`src/rtl/parking_gate_controller.sv`:
```
// Shared lot gate sequencer: arbitrates entry/exit lane requests, runs the gate
// open/timeout/cooldown cycle, and keeps the registered occupancy counts.
module parking_gate_controller #(
  parameter int CAPACITY     = 7,
  parameter int OPEN_TIMEOUT = 8,
  parameter int HOLD_CYCLES  = 2
) (
  input  logic       clk,
  input  logic       rst_n,
  input  logic       entry_req,
  input  logic       exit_req,
  input  logic       car_passed,
  output logic       entry_grant,
  output logic       exit_grant,
  output logic       gate_open,
  output logic [2:0] parked,
  output logic [2:0] empty,
  output logic       full,
  output logic       lot_empty,
  output logic       timeout
);

  localparam int OT_W = $clog2(OPEN_TIMEOUT);
  localparam int HD_W = $clog2(HOLD_CYCLES + 1);

  localparam logic [2:0]      CAP     = 3'(CAPACITY);
  localparam logic [OT_W-1:0] OT_LAST = OT_W'(OPEN_TIMEOUT - 1);
  localparam logic [HD_W-1:0] HD_LAST = HD_W'(HOLD_CYCLES - 1);

  typedef enum logic [1:0] {
    S_IDLE,
    S_SERVE_ENTRY,
    S_SERVE_EXIT,
    S_HOLD
  } state_t;

  typedef enum logic {
    LANE_ENTRY,
    LANE_EXIT
  } lane_t;

  state_t          state;
  lane_t           prio;
  logic [OT_W-1:0] open_timer;
  logic [HD_W-1:0] hold_timer;

  logic       entry_ok;
  logic       exit_ok;
  logic       pick_entry;
  logic [2:0] parked_up;
  logic [2:0] parked_dn;
  logic [2:0] parked_pass;

  // NOTE: every always_comb output gets a default first so no path can leave
  // it unassigned and infer a latch.
  always_comb begin
    entry_ok    = entry_req && !full;
    exit_ok     = exit_req && !lot_empty;
    pick_entry  = entry_ok && (!exit_ok || prio == LANE_ENTRY);
    // Defensive saturation even though eligibility already prevents overflow.
    parked_up   = (parked >= CAP) ? CAP : parked + 3'd1;
    parked_dn   = (parked == 3'd0) ? 3'd0 : parked - 3'd1;
    parked_pass = (state == S_SERVE_ENTRY) ? parked_up : parked_dn;
  end

  // NOTE: all state uses non-blocking assignments so every register samples
  // pre-edge values regardless of statement order.
  // NOTE: the asynchronous reset clears every register, including mid-service,
  // so the gate drops immediately.
  always_ff @(posedge clk or negedge rst_n) begin
    if (!rst_n) begin
      state       <= S_IDLE;
      prio        <= LANE_ENTRY;
      open_timer  <= '0;
      hold_timer  <= '0;
      parked      <= 3'd0;
      empty       <= CAP;
      full        <= 1'b0;
      lot_empty   <= 1'b1;
      gate_open   <= 1'b0;
      entry_grant <= 1'b0;
      exit_grant  <= 1'b0;
      timeout     <= 1'b0;
    end else begin
      entry_grant <= 1'b0;
      exit_grant  <= 1'b0;
      timeout     <= 1'b0;

      unique case (state)
        S_IDLE: begin
          if (entry_ok || exit_ok) begin
            gate_open  <= 1'b1;
            open_timer <= '0;
            if (pick_entry) begin
              state       <= S_SERVE_ENTRY;
              entry_grant <= 1'b1;
              prio        <= LANE_EXIT;
            end else begin
              state       <= S_SERVE_EXIT;
              exit_grant  <= 1'b1;
              prio        <= LANE_ENTRY;
            end
          end
        end

        S_SERVE_ENTRY, S_SERVE_EXIT: begin
          // A pass on the final timer cycle wins over the timeout.
          if (car_passed) begin
            parked     <= parked_pass;
            empty      <= CAP - parked_pass;
            full       <= (parked_pass == CAP);
            lot_empty  <= (parked_pass == 3'd0);
            gate_open  <= 1'b0;
            hold_timer <= '0;
            state      <= S_HOLD;
          end else if (open_timer == OT_LAST) begin
            timeout    <= 1'b1;
            gate_open  <= 1'b0;
            hold_timer <= '0;
            state      <= S_HOLD;
          end else begin
            open_timer <= open_timer + OT_W'(1);
          end
        end

        S_HOLD: begin
          if (hold_timer == HD_LAST) begin
            state <= S_IDLE;
          end else begin
            hold_timer <= hold_timer + HD_W'(1);
          end
        end

        default: begin
          state     <= S_IDLE;
          gate_open <= 1'b0;
        end
      endcase
    end
  end

endmodule
```
`config.mk`:
```
export PLATFORM = sky130hd
export DESIGN_NAME = parking_gate_controller
export DESIGN_NICKNAME = d
export VERILOG_FILES = /design/src/rtl/parking_gate_controller.sv
export SDC_FILE = /design/constraint.sdc
export NUM_CORES = 1
export LEC_CHECK = 0
export BUFFER_PORTS_ARGS = -buffer_cell sky130_fd_sc_hd__buf_2
export CORE_UTILIZATION = 41
export DETAILED_ROUTE_END_ITERATION = 7
export GPL_TIMING_DRIVEN = 0
export PLACE_DENSITY_LB_ADDON = 0.3
export SLEW_MARGIN = 25
export SYNTH_ARGS = -nofsm -noshare
export SYNTH_HDL_FRONTEND = slang
export SYNTH_SLANG_ARGS = --single-unit
```
`constraint.sdc`:
```
create_clock -name clk -period 3.5 [get_ports clk]
set_clock_uncertainty 0.2 [all_clocks]
set_input_delay 0.525 -clock clk [delete_from_list [all_inputs] [get_ports clk]]
set_output_delay 0.525 -clock clk [all_outputs]
set_load 0.02 [all_outputs]
```
==> flow_metrics.tcl <==
set metrics [dict create \
    routedWlPerCell_um 13.65 \
    netlist.area_leader.share 0.3068 \
    power.leakage_uw 0.0007012 \
    path_depth 5 \
    power-per-cell-area_nw_per_um2 1007 \
    ys_types 43 \
    syn_inst 127 \
    finalHoldViolCount 0 \
    yosys_warnings 0 \
    synth_edf_count 0 \
    period_needed_ps 2043 \
    grt_pass1_wl_mm 4.388 \
    synth.area.top_cells "dfrtp_1 31%, ha_1 12%, dfstp_2 8.1%" \
    final_cell_mix "18 x buf_2, 16 x dfrtp_1, 12 x inv_1, 12 x ha_1, 10 x nor2_1" \
    crit_fanout 7 \
    slew_violations 0 \
    finalPower_uw 1497 \
    die_area_sq_um 3412 \
    syn_to_final_growth_pct 13.90 \
    gp_congestion 0.8315 \
    avgViaCountPerCell 5.333 \
    clock_latency_ps 300 \
    cts_tree "done" \
    tightest_slew_ps 455.8 \
    cts-htree-levels 1 \
    portBuffers 16 \
    yosys_most_used_dff "dfrtp_1" \
    drt-initial-drc-count 25 \
    grt_pass1_vias 977 \
    pin_count 17 \
    hpwl_mm 1.985 \
    start_util 0.4310 \
    path_cells "inv_1 -> ha_1 -> nor3b_4 -> a311oi_4 -> mux2_4" \
    track_usage 0.1695 \
    critPathMaxStageDelay_ps 420 \
    worst-setup-path-type "flop to flop" \
    syn_area_sq_um 1305 \
    synth_async_sr_flop_share 1.000 \
    clk_path_buf_depth 2 \
    critPathCaptureType "flop" \
    cts_resized 0 \
    clockRootBuffer "clkbuf_4" \
    setup.worst_path.start_class "flop" \
    grt_start_max_net_pins 21 \
    relSlewSlack 0.6961 \
    maxCapViolCount 0 \
    fin_crit_sh 0.5836 \
    synth_top_area_cell "dfrtp_1" \
    hold_depth 2 \
    layout.nets 166 \
    worstPathArrival_ps 2040 \
    worst_hold_path_type "input pin to flop" \
    setup_viol 0 \
    path_buf_inv 1 \
    vias 1024 \
    irDropWorstVdd_v 0.0004750 \
    rsz0062_at_grt "no" \
    grt.overflow.total 0 \
    ys_ff_latch 20 \
    ys_seq_area_frac 0.3873 \
    first_pass_iters 5 \
    die_w_um 58.42 \
    fmax_mhz 489.6 \
    syn-mean-instance-area_sq_um 10.28 \
    rows 20 \
    drc 0 \
    status "finished clean" \
    drt_wl_total_mm 2.620 \
    ant_nets 0 \
    n_antenna_cell 0 \
    r2r_cells 5 \
    die_h_um 58.42 \
    finalSetupTns_ps 0 \
    synth_nets 144 \
    crit_slowest_cell "dfrtp_1" \
    drive_gt1_frac 0.2905 \
    clkSinkCount 20 \
    num-fill-cells 291 \
    clkTransAtPathRegs_ps 110 \
    antenna_found_initial 0 \
    crit_required_ps 3490 \
    path_delay_family "flip-flops" \
    core_area_sq_um 3028 \
    cts_buffers 3 \
    layout_commonest_cell "buf_2" \
]
==> worst reg2reg max path, delay by kind of cell (launching register included) <==
kind / cells / cell delay, ps
AOI/OAI and AO/OA: 1 / 330
DFF: 1 / 420
muxes: 1 / 330
adders and majority gates: 1 / 380
and+or+nand+nor: 1 / 200
buffers and inverters: 1 / 80
==> cells by family after synthesis <==
group / share of synthesized area
and+or+nand+nor: 0.1716
AOI/OAI and AO/OA: 0.2052
DFF: 0.3873
buffers and inverters: 0.06807
adders and majority gates: 0.1150
muxes: 0.05273
==> routing by layer <==
| metal | global-route usage | up-vias | wire length [um] |
|---|---|---|---|
| met5 | 0 | - | 0 |
| met4 | 0.07143 | 0 | 18 |
| met3 | 0.02418 | 2 | 80 |
| met2 | 0.2808 | 16 | 1339 |
| met1 | 0.2224 | 509 | 1181 |
| li1 | - | 497 | - |
==> synthesized netlist by cell type (2+ instances only) <==
cell type  number
a21oi_1         3
a22o_1          2
buf_2           2
dfstp_2         4
mux2i_1         2
nor3b_1         2
a22oi_1         2
nand3b_1        3
a31o_2          2
nand2b_1        3
o22ai_1         3
dfrtp_1        16
ha_1           12
buf_6           3
nand2_1         7
o21ai_0         6
nand3_1         4
nor2_1         10
inv_1          12
mux2_2          3
o211ai_1        4
==> path summary, 6_finish.rpt <==
path / from / to / slack [ps]
setup / recovery: state[0]$_DFFE_PN0P_ / state[0]$_DFFE_PN0P_ / 1460
max in group asynchronous: rst_n / empty[0]$_DFFE_PN1P_ / 2260
setup reg to reg: state[0]$_DFFE_PN0P_ / state[0]$_DFFE_PN0P_ / 1460
hold reg to reg: prio$_DFFE_PN0P_ / prio$_DFFE_PN0P_ / 340
hold / removal: car_passed / timeout$_DFF_PN0_ / 280
min in group asynchronous: rst_n / hold_timer[0]$_DFFE_PN0P_ / 490
==> through the flow <==
stage	utilization	area, sq um	hold WS, ps	std cells	setup WS [ps]
after floorplan	-	1305	29.41	127	1601
final	0.4909	1486	277.0	192	1457
after CTS	0.4909	1486	266.0	192	1439
after global placement	0.4756	1440	300.2	187	1467
after detailed placement	0.4756	1440	312.9	187	1476
after global routing	0.4909	1486	276.3	192	1350
==> area by class of cell <==
cell class,count,area [sq um],share of cell area
multi-input combinational,90,710.7,0.4781
sequential,20,505.5,0.3401
timing repair buffer,17,90.09,0.06061
tap,44,55.05,0.03704
inverter,12,45.04,0.03030
buffer,5,43.79,0.02946
clock buffer,4,36.28,0.02441
==> flip-flops by register name (all words and copies together) (netlist names), 2 cells and up <==
name        flops
parked          3
empty           3
open_timer      3
hold_timer      2
state           2
==> what timing repair did <==
action,CTS,global route
endpoints found under the hold margin,16,0
setup buffers,0,0
hold buffers,1,0
==> report_power, final <==
group	total (uW)	internal [uW]	switching (uW)
registers	430	345	85.2
logic	930	421	509
clock network	136	63.4	73.0
(Power assumes the default switching activity.)
